===== config.mk =====
export PLATFORM = sky130hd
export DESIGN_NAME = step_scheduler_flat
export DESIGN_NICKNAME = d
export VERILOG_FILES = /design/src/rtl/snake_pkg.sv /design/src/rtl/step_scheduler_if.sv /design/src/rtl/step_scheduler_dir_arbiter.sv /design/src/rtl/step_scheduler.sv /design/src/flat_wrapper.sv
export SDC_FILE = /design/constraint.sdc
export NUM_CORES = 1
export LEC_CHECK = 0
export CORE_UTILIZATION = 28
export CTS_BUF_LIST = sky130_fd_sc_hd__clkbuf_16
export CTS_CLUSTER_DIAMETER = 100
export DETAILED_ROUTE_END_ITERATION = 16
export PLACE_DENSITY_LB_ADDON = 0.2
export SETUP_SLACK_MARGIN = 0.1
export SLEW_MARGIN = 20
export SYNTH_ARGS = -nofsm -noshare
export SYNTH_HDL_FRONTEND = slang
export SYNTH_HIERARCHICAL = 1
export SYNTH_SLANG_ARGS = --single-unit
export TNS_END_PERCENT = 100

===== constraint.sdc =====
create_clock -name clk -period 10 [get_ports clk]
set_input_delay 1 -clock clk [delete_from_list [all_inputs] [get_ports clk]]
set_output_delay 1 -clock clk [all_outputs]
set_load 0.02 [all_outputs]

===== src/rtl/snake_pkg.sv =====
// snake_pkg: shared encodings and period helper for the snake step scheduler
package snake_pkg;

    typedef logic [1:0] gs_t;
    typedef logic [1:0] dir_t;

    localparam gs_t GS_START   = 2'b00;
    localparam gs_t GS_PLAY    = 2'b01;
    localparam gs_t GS_DIE     = 2'b10;
    localparam gs_t GS_RESTART = 2'b11;

    localparam dir_t DIR_UP    = 2'b00;
    localparam dir_t DIR_DOWN  = 2'b01;
    localparam dir_t DIR_LEFT  = 2'b10;
    localparam dir_t DIR_RIGHT = 2'b11;

    localparam logic [1:0] S_IDLE  = 2'b00;
    localparam logic [1:0] S_COUNT = 2'b01;
    localparam logic [1:0] S_REQ   = 2'b10;
    localparam logic [1:0] S_WAIT  = 2'b11;

    // Up/down and left/right differ only in bit 0.
    function automatic dir_t opposite(input dir_t d);
        return d ^ 2'b01;
    endfunction

    // The floor test is done before subtracting, so the 32-bit math never underflows.
    function automatic logic [31:0] step_period(input logic [31:0] base, input logic [31:0] dec,
                                                input logic [31:0] minp, input logic [2:0] lvl);
        logic [31:0] red;
        red = 32'(lvl) * dec;
        return (red < base && base - red > minp) ? base - red : minp;
    endfunction

endpackage


===== src/rtl/step_scheduler_if.sv =====
// step_scheduler_if: game-side inputs and step handshake outputs of the scheduler
interface step_scheduler_if;
    import snake_pkg::*;

    gs_t        game_status;
    logic       left_press;
    logic       right_press;
    logic       up_press;
    logic       down_press;
    logic       add_cube;
    logic       step_done;
    logic       step_req;
    dir_t       dir;
    logic [2:0] speed_level;
    logic       step_busy;
    logic       step_timeout;

    modport master (
        output game_status, left_press, right_press, up_press, down_press, add_cube, step_done,
        input  step_req, dir, speed_level, step_busy, step_timeout
    );

    modport slave (
        input  game_status, left_press, right_press, up_press, down_press, add_cube, step_done,
        output step_req, dir, speed_level, step_busy, step_timeout
    );

endinterface


===== src/rtl/step_scheduler_dir_arbiter.sv =====
// dir_arbiter: once-per-step key acceptance with priority and reversal filtering
module dir_arbiter
    import snake_pkg::*;
(
    input  logic clk,
    input  logic rst,
    input  logic play,
    input  logic restart,
    input  logic commit,
    input  logic up,
    input  logic down,
    input  logic left,
    input  logic right,
    output dir_t dir
);

    dir_t       dir_q, dir_d, pend_q, pend_d, ref_dir, sel;
    logic       acc_q, acc_d, take;
    logic [3:0] hit;

    // Filter out the reversal of the direction about to be committed, then pick by priority.
    always_comb begin
        ref_dir = commit ? pend_q : dir_q;
        hit     = {up, down, left, right} & ~(4'b1000 >> opposite(ref_dir));
        sel     = hit[3] ? DIR_UP : hit[2] ? DIR_DOWN : hit[1] ? DIR_LEFT : DIR_RIGHT;
        take    = play && |hit && !(acc_q && !commit);
        pend_d  = restart ? DIR_RIGHT : take ? sel : pend_q;
        acc_d   = !restart && (take || (acc_q && !commit));
        dir_d   = restart ? DIR_RIGHT : commit ? pend_q : dir_q;
    end

    // Direction registers with synchronous active-low reset.
    always_ff @(posedge clk) begin
        if (!rst) begin
            dir_q  <= DIR_RIGHT;
            pend_q <= DIR_RIGHT;
            acc_q  <= 1'b0;
        end else begin
            dir_q  <= dir_d;
            pend_q <= pend_d;
            acc_q  <= acc_d;
        end
    end

    assign dir = dir_q;

endmodule


===== src/rtl/step_scheduler.sv =====
// step_scheduler: paces snake moves, runs the step handshake and tracks speed
module step_scheduler
    import snake_pkg::*;
#(
    parameter int unsigned BASE_PERIOD      = 12_500_000,
    parameter int unsigned PERIOD_DEC       = 1_000_000,
    parameter int unsigned MIN_PERIOD       = 3_000_000,
    parameter int unsigned APPLES_PER_LEVEL = 4,
    parameter int unsigned DONE_TIMEOUT     = 1024
)(
    input logic           clk,
    input logic           rst,
    step_scheduler_if.slave bus
);

    localparam int AW = APPLES_PER_LEVEL > 1 ? $clog2(APPLES_PER_LEVEL) : 1;

    logic [1:0]    state_q, state_d;
    logic [31:0]   cnt_q, cnt_d, period;
    logic          to_q, to_d;
    logic [2:0]    spd_q, spd_d;
    logic [AW-1:0] apl_q, apl_d;
    logic          play, restart, wrap;

    assign play    = bus.game_status == GS_PLAY;
    assign restart = bus.game_status == GS_RESTART;
    assign period  = step_period(BASE_PERIOD, PERIOD_DEC, MIN_PERIOD, spd_q);

    // Step FSM; the same counter paces COUNT and times out WAIT, and RESTART overrides everything.
    always_comb begin
        state_d = state_q;
        cnt_d   = cnt_q;
        to_d    = to_q;
        case (state_q)
            S_IDLE: if (play) begin
                state_d = S_COUNT;
                cnt_d   = '0;
            end
            S_COUNT: begin
                if (!play) begin
                    state_d = S_IDLE;
                    cnt_d   = '0;
                end else if (cnt_q >= period - 32'd1) begin
                    state_d = S_REQ;
                    cnt_d   = '0;
                end else cnt_d = cnt_q + 32'd1;
            end
            S_REQ: begin
                state_d = S_WAIT;
                cnt_d   = '0;
            end
            default: begin
                if (bus.step_done || cnt_q == DONE_TIMEOUT - 1) begin
                    state_d = play ? S_COUNT : S_IDLE;
                    cnt_d   = '0;
                    to_d    = to_q | !bus.step_done;
                end else cnt_d = cnt_q + 32'd1;
            end
        endcase
        if (restart) begin
            state_d = S_IDLE;
            cnt_d   = '0;
            to_d    = 1'b0;
        end
    end

    // Apple counting and saturating speed level; counted in every state.
    always_comb begin
        wrap  = apl_q == AW'(APPLES_PER_LEVEL - 1);
        apl_d = apl_q;
        spd_d = spd_q;
        if (restart) begin
            apl_d = '0;
            spd_d = '0;
        end else if (bus.add_cube) begin
            apl_d = wrap ? '0 : apl_q + AW'(1);
            spd_d = wrap && spd_q != 3'd7 ? spd_q + 3'd1 : spd_q;
        end
    end

    // Scheduler registers with synchronous active-low reset.
    always_ff @(posedge clk) begin
        if (!rst) begin
            state_q <= S_IDLE;
            cnt_q   <= '0;
            to_q    <= 1'b0;
            spd_q   <= '0;
            apl_q   <= '0;
        end else begin
            state_q <= state_d;
            cnt_q   <= cnt_d;
            to_q    <= to_d;
            spd_q   <= spd_d;
            apl_q   <= apl_d;
        end
    end

    dir_arbiter u_arb (
        .clk    (clk),
        .rst    (rst),
        .play   (play),
        .restart(restart),
        .commit (bus.step_req),
        .up     (bus.up_press),
        .down   (bus.down_press),
        .left   (bus.left_press),
        .right  (bus.right_press),
        .dir    (bus.dir)
    );

    assign bus.step_req     = state_q == S_REQ;
    assign bus.step_busy    = state_q == S_WAIT;
    assign bus.step_timeout = to_q;
    assign bus.speed_level  = spd_q;

endmodule


===== src/flat_wrapper.sv =====
// flat-port wrapper written by rule: the top's interface ports become plain ports
module step_scheduler_flat import snake_pkg::*;
#(
    parameter int unsigned BASE_PERIOD      = 12_500_000,
    parameter int unsigned PERIOD_DEC       = 1_000_000,
    parameter int unsigned MIN_PERIOD       = 3_000_000,
    parameter int unsigned APPLES_PER_LEVEL = 4,
    parameter int unsigned DONE_TIMEOUT     = 1024
)
  (clk, rst, bus_game_status, bus_left_press, bus_right_press, bus_up_press, bus_down_press, bus_add_cube, bus_step_done, bus_step_req, bus_dir, bus_speed_level, bus_step_busy, bus_step_timeout);
  step_scheduler_if bus_i ();
  input logic clk;
  input logic rst;
  input wire logic [$bits(bus_i.game_status)-1:0] bus_game_status;
  input wire logic [$bits(bus_i.left_press)-1:0] bus_left_press;
  input wire logic [$bits(bus_i.right_press)-1:0] bus_right_press;
  input wire logic [$bits(bus_i.up_press)-1:0] bus_up_press;
  input wire logic [$bits(bus_i.down_press)-1:0] bus_down_press;
  input wire logic [$bits(bus_i.add_cube)-1:0] bus_add_cube;
  input wire logic [$bits(bus_i.step_done)-1:0] bus_step_done;
  output wire logic [$bits(bus_i.step_req)-1:0] bus_step_req;
  output wire logic [$bits(bus_i.dir)-1:0] bus_dir;
  output wire logic [$bits(bus_i.speed_level)-1:0] bus_speed_level;
  output wire logic [$bits(bus_i.step_busy)-1:0] bus_step_busy;
  output wire logic [$bits(bus_i.step_timeout)-1:0] bus_step_timeout;
  assign bus_i.game_status = bus_game_status;
  assign bus_i.left_press = bus_left_press;
  assign bus_i.right_press = bus_right_press;
  assign bus_i.up_press = bus_up_press;
  assign bus_i.down_press = bus_down_press;
  assign bus_i.add_cube = bus_add_cube;
  assign bus_i.step_done = bus_step_done;
  assign bus_step_req = bus_i.step_req;
  assign bus_dir = bus_i.dir;
  assign bus_speed_level = bus_i.speed_level;
  assign bus_step_busy = bus_i.step_busy;
  assign bus_step_timeout = bus_i.step_timeout;
  step_scheduler #(.BASE_PERIOD(BASE_PERIOD), .PERIOD_DEC(PERIOD_DEC), .MIN_PERIOD(MIN_PERIOD), .APPLES_PER_LEVEL(APPLES_PER_LEVEL), .DONE_TIMEOUT(DONE_TIMEOUT)) u_core (.clk(clk), .rst(rst), .bus(bus_i));
endmodule

After elaboration in Yosys (flattened, before gate mapping)
Index checks and enable logic that the tools add are counted.
- add/subtract/negate cells: 5
- multiply operators: 1
- order comparisons: 2
- equality and inequality tests: 10
- shift-type cells: 1
- multiplexer cells: 17
- bitwise gates (word level): 6
- reduce and logical (&&, ||, !) cells: 19
- operators with widths (operator ; number):
    32-bit 2-to-1 mux ; 5
    32-bit one-hot mux with 3 select lines ; 1
    32-bit by 1-bit adder with 32-bit output, second input constant ; 1
    32-bit by 10-bit equality test with 1-bit output, second input constant ; 1
    32-bit greater-or-equal comparator ; 1
    32-bit by 22-bit greater-than comparator with 1-bit output, second input constant ; 1
    32-bit by 1-bit subtractor with 32-bit output, second input constant ; 1
    24-bit by 23-bit subtractor with 25-bit output, first input constant ; 1
    3-bit by 14-bit multiplier with 17-bit output, second input constant ; 1
    2-bit 2-to-1 mux ; 8
    2-bit equality test, second input constant ; 4
    3-bit inequality test, second input constant ; 2
    2-bit one-hot mux with 3 select lines ; 1
    1-bit logical AND ; 5
    4-bit bitwise AND ; 1
    2-bit by 1-bit equality test with 1-bit output, second input constant ; 2
    1-bit zero test ; 4
    4-bit NOT ; 1
    2-bit AND reduction ; 2
    4-bit nonzero test ; 1
    4-bit OR reduction ; 1
    4-bit by 2-bit >> shifter with 4-bit output, first input constant ; 1
    3-bit by 1-bit adder with 3-bit output, second input constant ; 1
    1-bit NOT ; 3
    9 further kinds ; 11
- register bits after elaboration: 45
- bits of input ports: 10
- output and inout port bits: 8
- logic and storage cells: 69

Logic depth before layout (Yosys ltp)
Gate-level depths: netlist (run 1).
- depth after elaboration: 11
- depth in mapped cells: 20
- gate-level depth less buffers: 19

Hierarchy
Netlist (run 1), hierarchy kept.
- modules (own cells, without submodules) (module ; instances ; cells an instance ; area an instance (µm²) ; sequential area each (µm²)):
    step_scheduler ; 1 ; 388 ; 3234.4 ; 800.8
    dir_arbiter ; 1 ; 35 ; 314.1 ; 100.1

Least setup slack after synthesis (run 1)
Ideal clock, no wire load.
- kind: reg-to-reg
- from: register u_core.spd_q[1], in the netlist u_core/bus.speed_level[1]
- to: register u_core.cnt_q[31]
- setup time: 0.131 ns
- data arrival time: 4.559 ns
- data required time: 9.869 ns
- setup slack: 5.310 ns
- stages on the path, launching flop included: 20
- path buffers: 1
- period minus slack after synthesis: 4.690 ns
- cell sequence: dfxtp_1 -> inv_1 -> ha_1 -> ha_1 -> inv_1 -> fa_1 -> nand2b_1 -> a21oi_1 -> xnor2_1 -> or4_1 -> nor2_4 -> nor2_1 -> ha_1 -> nand2_1 -> nor4_1 -> nand2_1 -> o211a_1 -> a211oi_1 -> buf_2 -> nor3_1
- longest elaborated chain between the ends: 9
- ends and longest elaborated chain (element ; RTL line ; text):
    start, declared ; step_scheduler.sv:21 ; logic [2:0] spd_q, spd_d;
    start signal, assigned ; step_scheduler.sv:93 ; spd_q <= spd_d;
    3-bit by 14-bit multiplier with 17-bit output (*) ; snake_pkg.sv:31 ; red = 32'(lvl) * dec;
    24-bit by 23-bit subtractor with 25-bit output (*) ; snake_pkg.sv:32 ; return (red < base && base - red > minp) ? base - red : minp;
    32-bit by 22-bit greater-than comparator with 1-bit output ; snake_pkg.sv:32 ;
    32-bit 2-to-1 mux (*) ; snake_pkg.sv:32 ;
    32-bit by 1-bit subtractor with 32-bit output (*) ; step_scheduler.sv:43 ; end else if (cnt_q >= period - 32'd1) begin
    32-bit greater-or-equal comparator (*) ; step_scheduler.sv:43 ;
    32-bit 2-to-1 mux (*) ; step_scheduler.sv:43 ;
    32-bit 2-to-1 mux (*) ; step_scheduler.sv:40 ; if (!play) begin
    32-bit one-hot mux with 3 select lines (*) ; step_scheduler.sv:34 ; case (state_q)
    end signal, assigned ; step_scheduler.sv:91 ; cnt_q <= cnt_d;
    end, declared ; step_scheduler.sv:19 ; logic [31:0] cnt_q, cnt_d, period;
Every way passes the cells marked *; elsewhere a longest branch is shown, timed or not.
A chain may end at the register's enable or synchronous reset.

Worst setup path in the final report (run 1)
- from: register u_core.spd_q[1], in the netlist u_core/bus.speed_level[1]
- to: register u_core.cnt_q[20]
Same word-level chain as after synthesis.

==> flow_summary.json, run 1 <==
{
  "final_common_cell": "ha_1",
  "cts.reportedPaths.clkPinSlew_ns": 0.07,
  "finalMaxSlewViolations": 0,
  "diodes": 0,
  "synthCells": 423,
  "rows": 40,
  "first_iter_violations": 122,
  "port_buffers": 17,
  "ys_ff_latch": 45,
  "nNetsFinal": 507,
  "max_freq_mhz": 188,
  "groute.usage.overall": 0.139,
  "powerDensity_mw_per_mm2": 99.8,
  "cp_slowest_cell": "dfxtp_1",
  "post_cts.repair.setup_buffers": 0,
  "wirelength_microns": 8270,
  "met1Wirelength_microns": 4250,
  "grt_start_max_net_pins": 31,
  "critPathKind": "flip-flop to flip-flop",
  "dr_wl_met3_microns": 169,
  "clk_latency_ns": 0.29,
  "finalCritPeriodShare": 0.532,
  "start_kind": "flip-flop",
  "viasPerCell": 4.91,
  "layout-drive-gt1-share": 0.0541,
  "drc_errors": 0,
  "irDropWorstVdd_uv": 60.2,
  "crit_chain": "inv_1 -> ha_1 -> ha_1 -> inv_1 -> fa_1 -> nand2b_1 -> a21oi_1 -> xnor2_1 -> or4_1 -> nor2_4 -> nor2_1 -> ha_1 -> and3_1 -> a221o_1 -> a211oi_1 -> o211a_1 -> a211oi_4 -> buf_4 -> nor3_1",
  "setup_viol": 0,
  "numClockSinks": 45,
  "synthSimpleGateAreaFrac": 0.284,
  "critPathTopFamily": "simple AND/OR/NAND/NOR gates",
  "syn_avg_cell_area_sq_um": 8.39,
  "synth_compound_area_frac": 0.117,
  "highest_layer": "met4",
  "areaGrowthSynthToFinish_pct": 15.3,
  "status": "complete, no violations",
  "post-route-min-period_ns": 5.32,
  "die_width_microns": 115,
  "synth_top_family_by_area": "simple AND/OR/NAND/NOR gates",
  "place_area_sq_mm": 0.00393,
  "path_max_fanout": 30,
  "cts_root_buf": "clkbuf_16",
  "max_slew_margin": 0.553,
  "cts_made_buffers": 5,
  "cap_violations": 0,
  "die_y_microns": 115,
  "skew_ns": 0.00863,
  "dpl.hpwl_microns": 6290,
  "yosysUniqueCellTypes": 61,
  "crit_arrival_ns": 5.51,
  "start_util": 0.292,
  "tightest_slew_ns": 0.669,
  "ant_nets": 0,
  "final-hold-violation-count": 0,
  "cts-resized-gates": 0,
  "netlist_area_sq_mm": 0.00355,
  "max_stage_delay_ns": 0.59,
  "hp-class": "flip-flop to flip-flop",
  "rsz0062_at_grt": "no",
  "synth-adder-area-share": 0.193,
  "antenna_found_initial": 0,
  "yosysWarnings": 6,
  "vias": 3006,
  "grt_pass1_wl_microns": 14600,
  "async_flop_share": 0,
  "crit_required_ns": 10.20,
  "ios": 18,
  "synth_xor_area_frac": 0.0987,
  "wl_per_cell_microns": 13.5,
  "layout_common_cells": "ha_1 (50), dfxtp_1 (45), nand2_1 (36)",
  "seq_area_frac_synth": 0.254,
  "cts.path.max_buffers": 2,
  "synthFlopType": "dfxtp_1",
  "grt_remaining_overflow": 0,
  "htree_levels": 2,
  "crit_buf_inv": 3,
  "gp_congestion": 0.764,
  "firstDrtPassIters": 4,
  "route.met2.wl_microns": 3700,
  "p_leak_nw": 1.56,
  "synth_edf_count": 0,
  "core_area_sq_mm": 0.0122,
  "muxShareOfSynthArea": 0.0116,
  "tritoncts": "yes",
  "fin_area_sq_mm": 0.00409,
  "first_global_vias": 3023,
  "cpMostUsedCell": "ha_1",
  "tns_ns": 0,
  "die_area_sq_mm": 0.0131,
  "cp-end-kind": "flip-flop",
  "cts_hold_buffers": 0
}
area by class of cell:
cell class	instances	area, sq um
tap	168	210
inverter	23	86.3
clock buffer	5	125
multi-input combinational	350	2540
sequential	45	901
timing repair buffer	19	185
clock inverter	2	38.8
fill	1261	8070
cell usage after synthesis, drive strengths merged, types with 5 or more instances:
master / number / area (sq um)
o211ai: 5 / 37.5
nand4: 13 / 81.3
dfxtp: 45 / 901
xnor2: 30 / 263
ha: 50 / 626
inv: 23 / 86.3
nor3: 33 / 170
o311ai: 5 / 66.3
a21oi: 22 / 110
nand2: 37 / 141
xor2: 10 / 87.6
nor2: 28 / 113
buf: 8 / 41.3
nor4: 19 / 119
nand3: 17 / 85.1
o21ai: 9 / 45.0
power breakdown:
part	switching (mW)	internal, mW
sequential	0.00197	0.181
clock	0.0710	0.117
combinational	0.0243	0.0127
total	0.0973	0.311
per-layer routing:
layer | vias up | global-route usage
li1 | 1563 | -
met1 | 1408 | 0.190
met2 | 25 | 0.221
met3 | 10 | 0.0233
met4 | 0 | 0.0476
met5 | - | 0
state kept, by name, summed over array words and instances, names as in the netlist:
name,flops
u_core/apl_q,2
u_core/bus.speed_level,3
u_core/bus.step_timeout,1
u_core/cnt_q,32
u_core/state_q,2
u_core/u_arb/acc_q,1
u_core/u_arb/dir,2
u_core/u_arb/pend_q,2
cells by family after synthesis:
| group | after synthesis |
|---|---|
| xor gates and xnor gates | 40 |
| adders and majority gates | 53 |
| other | 1 |
| muxes | 4 |
| AOI/OAI and AO/OA | 60 |
| buffers and inverters | 35 |
| DFF | 45 |
| and+or+nand+nor | 185 |
worst reg2reg max path: cells and delay by family, from the launching register on:
family,cells,cell delay (ns)
DFF,1,0.59
buffers and inverters,3,0.57
AOI/OAI and AO/OA,5,1.21
adders and majority gates,4,1.29
and+or+nand+nor,6,1.45
xor gates and xnor gates,1,0.11
final timing paths:
path | startpoint | to | slack (ns) | cells after the start
max | u_core/bus.speed_level[1] | u_core/cnt_q[20] | 4.68 | 19
min | u_core/bus.step_timeout | u_core/bus.step_timeout | 0.47 | 2
max reg2reg | u_core/bus.speed_level[1] | u_core/cnt_q[20] | 4.68 | 19
min reg2reg | u_core/bus.step_timeout | u_core/bus.step_timeout | 0.47 | 2
stage by stage:
stage / total power [mW] / hold slack (ns) / utilization / setup slack [ns] / std cells
floorplan: 0.211 / 0.451 / - / 5.31 / 430
global placement: 0.224 / 0.457 / 0.323 / 4.80 / 605
detailed placement: 0.224 / 0.454 / 0.323 / 4.65 / 605
CTS: 0.416 / 0.471 / 0.336 / 4.65 / 612
global route: 0.427 / 0.494 / 0.336 / 4.24 / 612
finish: 0.408 / 0.468 / 0.336 / 4.68 / 612
No activity file was read; power rests on OpenSTA's default activity.
==> run 2: changes to the inputs <==
==> constraint.sdc (replaced) <==
create_clock -name clk -period 4.8 [get_ports clk]
set_input_delay 0.48 -clock clk [delete_from_list [all_inputs] [get_ports clk]]
set_output_delay 0.48 -clock clk [all_outputs]
set_load 0.02 [all_outputs]
==> run 2 against run 1 <==
Effect of this change: sequential power up 110%; register-to-register slack lost 4.4 ns; cell area is 5.3% higher; critical path depth decreased by 2; largest cell class unchanged; largest power group is now registers.
==> flow_summary.json, run 2 (same netlist as run 1, synthesis figures left out) <==
{
  "finalNonFillerCells": 628,
  "cts.path.max_buffers": 2,
  "top_register": "u_core/cnt_q",
  "grt_start_max_net_pins": 30,
  "irDropWorstVdd_uv": 137,
  "combPwrFrac": 0.123,
  "setup_viol": 0,
  "max_freq_mhz": 222,
  "dp.cells": 617,
  "layout-drive-gt1-share": 0.120,
  "power.switching_mw": 0.203,
  "die_width_microns": 115,
  "dpl.hpwl_microns": 6480,
  "final-hold-violation-count": 0,
  "vias": 3072,
  "antenna_found_initial": 0,
  "grt_remaining_overflow": 0,
  "clk_latency_ns": 0.28,
  "tritoncts": "yes",
  "layout_common_cells": "ha_1 (50), dfxtp_1 (43), nand2_1 (36)",
  "finalMaxSlewViolations": 0,
  "final_common_cell": "ha_1",
  "grt_pass1_wl_microns": 14700,
  "wl_per_cell_microns": 14.0,
  "cts_hold_buffers": 0,
  "ios": 18,
  "rsz0062_at_grt": "no",
  "hp-class": "flip-flop to flip-flop",
  "gp_congestion": 0.743,
  "port_buffers": 17,
  "wirelength_microns": 8810,
  "cts_root_buf": "clkbuf_16",
  "die_area_sq_mm": 0.0131,
  "numClockSinks": 45,
  "tightest_slew_ns": 0.650,
  "p_int_mw": 0.603,
  "firstDrtPassIters": 4,
  "first_iter_violations": 95,
  "areaGrowthSynthToFinish_pct": 21.3,
  "skew_ns": 0.00533,
  "p_leak_nw": 1.66,
  "viasPerCell": 4.89,
  "p_seq_frac": 0.472,
  "powerDensity_mw_per_mm2": 187,
  "ant_nets": 0,
  "nNetsFinal": 523,
  "first_global_vias": 3059,
  "tns_ns": 0,
  "cap_violations": 0,
  "start_kind": "flip-flop",
  "cts_made_buffers": 5,
  "post-route-min-period_ns": 4.50,
  "start_util": 0.292,
  "crit_required_ns": 5.00,
  "crit_arrival_ns": 4.70,
  "largest_register_ffs": 32,
  "critPathKind": "flip-flop to flip-flop",
  "die_y_microns": 115,
  "finalCritPeriodShare": 0.938,
  "cp-end-kind": "flip-flop",
  "cts.reportedPaths.clkPinSlew_ns": 0.06,
  "groute.usage.overall": 0.140,
  "diodes": 0,
  "path_max_fanout": 15,
  "drc_errors": 0,
  "p_clk_frac": 0.405,
  "status": "complete, no violations",
  "max_slew_margin": 0.565,
  "rows": 40,
  "core_area_sq_mm": 0.0122,
  "p_sw_frac": 0.252,
  "htree_levels": 2
}
[run 2: worst max-delay path, stage by stage (launching register included)]
cell and delay, ns:
dfxtp_4 0.37, fa_2 0.57, ha_1 0.24, a21o_1 0.20, and4b_1 0.22, a2111oi_4 0.31
mux2_2 0.42, nor2_4 0.11, buf_4 0.14, nor2_1 0.04, ha_1 0.27, and3_1 0.18
a221o_1 0.33, a211oi_2 0.28, o211a_4 0.24, a211oi_4 0.10, buf_12 0.19, nor3_1 0.21
[run 2: layout make-up]
class,instances,area (sq um)
multi-input cells,350,2630
fillers,1270,7860
clock buffers,5,125
flip-flops and latches,45,906
well taps,168,210
clock inverters,2,7.51
repair buffers,35,339
inverters,23,86.3
[run 2: through the flow]
step / utilization / hold WS (ns) / cell area (sq um) / worst slack, ns / power, mW
floorplan: - / 0.451 / 3570 / 0.110 / 0.440
global placement: 0.331 / 0.465 / 4030 / 0.242 / 0.473
detailed placement: 0.331 / 0.480 / 4030 / 0.0399 / 0.474
CTS: 0.343 / 0.493 / 4170 / 0.136 / 0.802
global route: 0.354 / 0.517 / 4310 / 0.0539 / 0.845
finish: 0.354 / 0.486 / 4310 / 0.297 / 0.807
[run 2: layer usage]
| metal | GRT usage | routed length [microns] | vias to the layer above |
|---|---|---|---|
| met5 | 0 | 0 | - |
| met4 | 0.0277 | 46 | 0 |
| met3 | 0.0196 | 166 | 5 |
| met2 | 0.233 | 4190 | 20 |
| met1 | 0.192 | 4410 | 1446 |
| li1 | - | - | 1601 |
[run 2: final timing paths]
path	startpoint	to	slack, ns	depth (start not counted)
worst max-delay path	u_core/bus.speed_level[1]	u_core/cnt_q[10]	0.30	17
worst min register to register	u_core/u_arb/acc_q	u_core/u_arb/acc_q	0.49	2
worst min-delay path	u_core/u_arb/acc_q	u_core/u_arb/acc_q	0.49	2
worst max register to register	u_core/bus.speed_level[1]	u_core/cnt_q[10]	0.30	17
[run 2: power by group through the flow]
stage / combinational, mW / clock (mW) / sequential, mW
3_5_place_dp: 0.0846 / 0 / 0.390
4_1_cts: 0.0853 / 0.335 / 0.381
2_1_floorplan: 0.0510 / 0 / 0.389
6_report: 0.0991 / 0.327 / 0.381
5_1_grt: 0.109 / 0.355 / 0.381
3_3_place_gp: 0.0835 / 0 / 0.389
[run 2: timing repair]
action | CTS | global route
pin swaps | 1 | 8
setup buffers | 0 | 2
gates resized for setup | 2 | 17
setup endpoints to repair | 26 | 34
cloned | 0 | 2
==> run 3: changes to the inputs <==
--- a/config.mk
+++ b/config.mk
@@ -5,9 +5,9 @@
 export SDC_FILE = /design/constraint.sdc
 export NUM_CORES = 1
 export LEC_CHECK = 0
+export ABC_AREA = 1
 export CORE_UTILIZATION = 28
 export CTS_BUF_LIST = sky130_fd_sc_hd__clkbuf_16
-export CTS_CLUSTER_DIAMETER = 100
 export DETAILED_ROUTE_END_ITERATION = 16
 export PLACE_DENSITY_LB_ADDON = 0.2
 export SETUP_SLACK_MARGIN = 0.1
==> run 3 against run 2 <==
Effect of this change: critical path depth grew 11; final cell count grew 47%; global-route usage grew 0.77 points; worst hold slack lost 0.0086 ns; setup slack gained 0.22 ns; clock power grew 10%; core utilization shrank 2.4 points; wire length grew 29%; combinational power shrank 5.0%; clock skew grew 0.0031 ns; sequential share of layout area shrank 3.2 points; critical endpoint is now u_core/cnt_q[12]; largest power group unchanged.
==> flow_summary.json, run 3 <==
{
  "status": "complete, no violations",
  "numClockSinks": 45,
  "cp-end-kind": "flip-flop",
  "cts_root_buf": "clkbuf_16",
  "irDropWorstVdd_uv": 126,
  "whs_path_depth": 2,
  "cap_violations": 0,
  "cts.reportedPaths.clkPinSlew_ns": 0.07,
  "max_freq_mhz": 234,
  "post_cts.repair.setup_buffers": 0,
  "place_area_sq_mm": 0.00487,
  "power_mw": 0.834,
  "drc_errors": 0,
  "start_util": 0.290,
  "synth.most_common_cell": "nand2_1",
  "synth_edf_count": 0,
  "dr_wl_met3_microns": 454,
  "yosysTopAreaCell": "dfxtp_1",
  "rows": 45,
  "gp_congestion": 0.866,
  "power.switching_mw": 0.235,
  "layout-drive-gt1-share": 0.113,
  "netlist_area_sq_mm": 0.00444,
  "die_y_microns": 128,
  "fillers": 1734,
  "core_area_sq_mm": 0.0153,
  "viasPerCell": 4.51,
  "vias": 4161,
  "path_max_fanout": 16,
  "hold_start": "u_core/apl_q[1]",
  "first_global_vias": 3995,
  "layout_common_cells": "nand2_1 (203), nor2_1 (84), inv_1 (79)",
  "tritoncts": "yes",
  "crit_arrival_ns": 4.50,
  "p_leak_nw": 2.21,
  "ios": 18,
  "grt_remaining_overflow": 0,
  "p_int_mw": 0.599,
  "finalMaxSlewViolations": 0,
  "tns_ns": 0,
  "firstDrtPassIters": 4,
  "grt_pass1_wl_microns": 19000,
  "cts_hold_buffers": 0,
  "worstReg2RegStart": "u_core/bus.speed_level[0]",
  "min_to": "u_core/apl_q[1]",
  "met1Wirelength_microns": 5670,
  "syn_avg_cell_area_sq_um": 6.48,
  "setup_viol": 0,
  "max_slew_margin": 0.484,
  "groute.usage.overall": 0.147,
  "seq_area_frac_synth": 0.203,
  "synthCells": 685,
  "final-hold-violation-count": 0,
  "max_stage_delay_ns": 0.40,
  "cts_made_buffers": 5,
  "ys_top_cells_by_area": "dfxtp_1 (20%), nand2_1 (17%), ha_1 (14%), nor2_1 (7.2%), inv_1 (6.8%)",
  "highest_layer": "met4",
  "fin_area_sq_mm": 0.00506,
  "async_flop_share": 0,
  "yosysUniqueCellTypes": 39,
  "clk_latency_ns": 0.31,
  "finalHoldWorstSlack_ns": 0.477,
  "synth_commonest_cells": "nand2_1 (204), nor2_1 (85), inv_1 (80)",
  "hp-class": "flip-flop to flip-flop",
  "dp.cells": 913,
  "skew_ns": 0.00846,
  "route.met2.wl_microns": 5060,
  "cpMostUsedCell": "nand2_1",
  "tightest_slew_ns": 0.772,
  "powerDensity_mw_per_mm2": 165,
  "reg2reg_slack_ns": 0.52,
  "die_width_microns": 128,
  "dpl.hpwl_microns": 8630,
  "start_kind": "flip-flop",
  "yosysWarnings": 6,
  "first_iter_violations": 251,
  "p_clk_frac": 0.432,
  "finalCritPeriodShare": 0.892,
  "antenna_found_initial": 0,
  "grt_start_max_net_pins": 34,
  "final_common_cell": "nand2_1",
  "ys_ff_latch": 45,
  "cts-resized-gates": 0,
  "cts.path.max_buffers": 2,
  "p_sw_frac": 0.282,
  "diodes": 0,
  "largest_register_ffs": 32,
  "wirelength_microns": 11400,
  "synthFlopType": "dfxtp_1",
  "wl_per_cell_microns": 12.3,
  "crit_required_ns": 5.02,
  "die_area_sq_mm": 0.0163,
  "cp_slowest_cell": "fa_1",
  "htree_levels": 2,
  "synth_top_area_share": 0.203,
  "p_seq_frac": 0.456,
  "post-route-min-period_ns": 4.28,
  "areaGrowthSynthToFinish_pct": 14.0,
  "rsz0062_at_grt": "no",
  "nNetsFinal": 773,
  "ant_nets": 0,
  "combPwrFrac": 0.113,
  "rr_endpoint": "u_core/cnt_q[12]",
  "critPathKind": "flip-flop to flip-flop",
  "finalNonFillerCells": 922,
  "top_register": "u_core/cnt_q",
  "port_buffers": 17,
  "reg2regPathDepth": 28
}
run 3: power groups by stage:
stage / clock network (mW) / registers [mW] / logic, mW
after CTS: 0.376 / 0.380 / 0.0922
after detailed placement: 0 / 0.389 / 0.0920
final: 0.360 / 0.380 / 0.0941
after global routing: 0.394 / 0.380 / 0.107
after floorplan: 0 / 0.388 / 0.0668
after global placement: 0 / 0.389 / 0.0907
run 3: routing by layer:
metal | vias to the layer above | GRT usage
li1 | 2206 | -
met1 | 1890 | 0.191
met2 | 56 | 0.242
met3 | 9 | 0.0351
met4 | 0 | 0.0436
met5 | - | 0
run 3: through the flow:
stage	setup slack (ns)	utilization
final	0.519	0.330
after detailed placement	0.352	0.318
after global placement	0.460	0.318
after floorplan	0.613	-
after CTS	0.336	0.327
after global routing	0.110	0.330
run 3: area by class of cell:
cell class              count  area [sq um]  share of cell area
repair buffers             23           245              0.0485
flip-flops and latches     45           901               0.178
multi-input cells         547          3170               0.626
well taps                 211           264              0.0522
clock buffers               5           125              0.0247
inverters                  88           335              0.0663
clock inverters             3          22.5             0.00445
run 3: how the worst max path moves through the flow:
stage                                    startpoint                to  slack, ns
after global routing      u_core/bus.speed_level[0]  u_core/cnt_q[11]       0.11
after global placement    u_core/bus.speed_level[0]  u_core/cnt_q[14]       0.46
after detailed placement  u_core/bus.speed_level[0]  u_core/cnt_q[12]       0.35
after floorplan           u_core/bus.speed_level[0]   u_core/cnt_q[1]       0.61
final                     u_core/bus.speed_level[0]  u_core/cnt_q[12]       0.52
after CTS                 u_core/bus.speed_level[0]  u_core/cnt_q[12]       0.34
run 3: logic make-up after synthesis:
logic type / Yosys count / synth area share
other cells: 1 / 0.000845
simple gates: 392 / 0.401
flops: 45 / 0.203
fa+ha+maj: 53 / 0.155
compound gates: 65 / 0.0917
buf+inv: 100 / 0.0914
xor+xnor: 29 / 0.0573
run 3: worst max-delay path: cells and delay by family (launching register included):
family,cells,cell delay (ns)
compound gates,2,0.30
fa+ha+maj,4,1.28
buf+inv,6,0.74
flops,1,0.31
simple gates,16,1.56
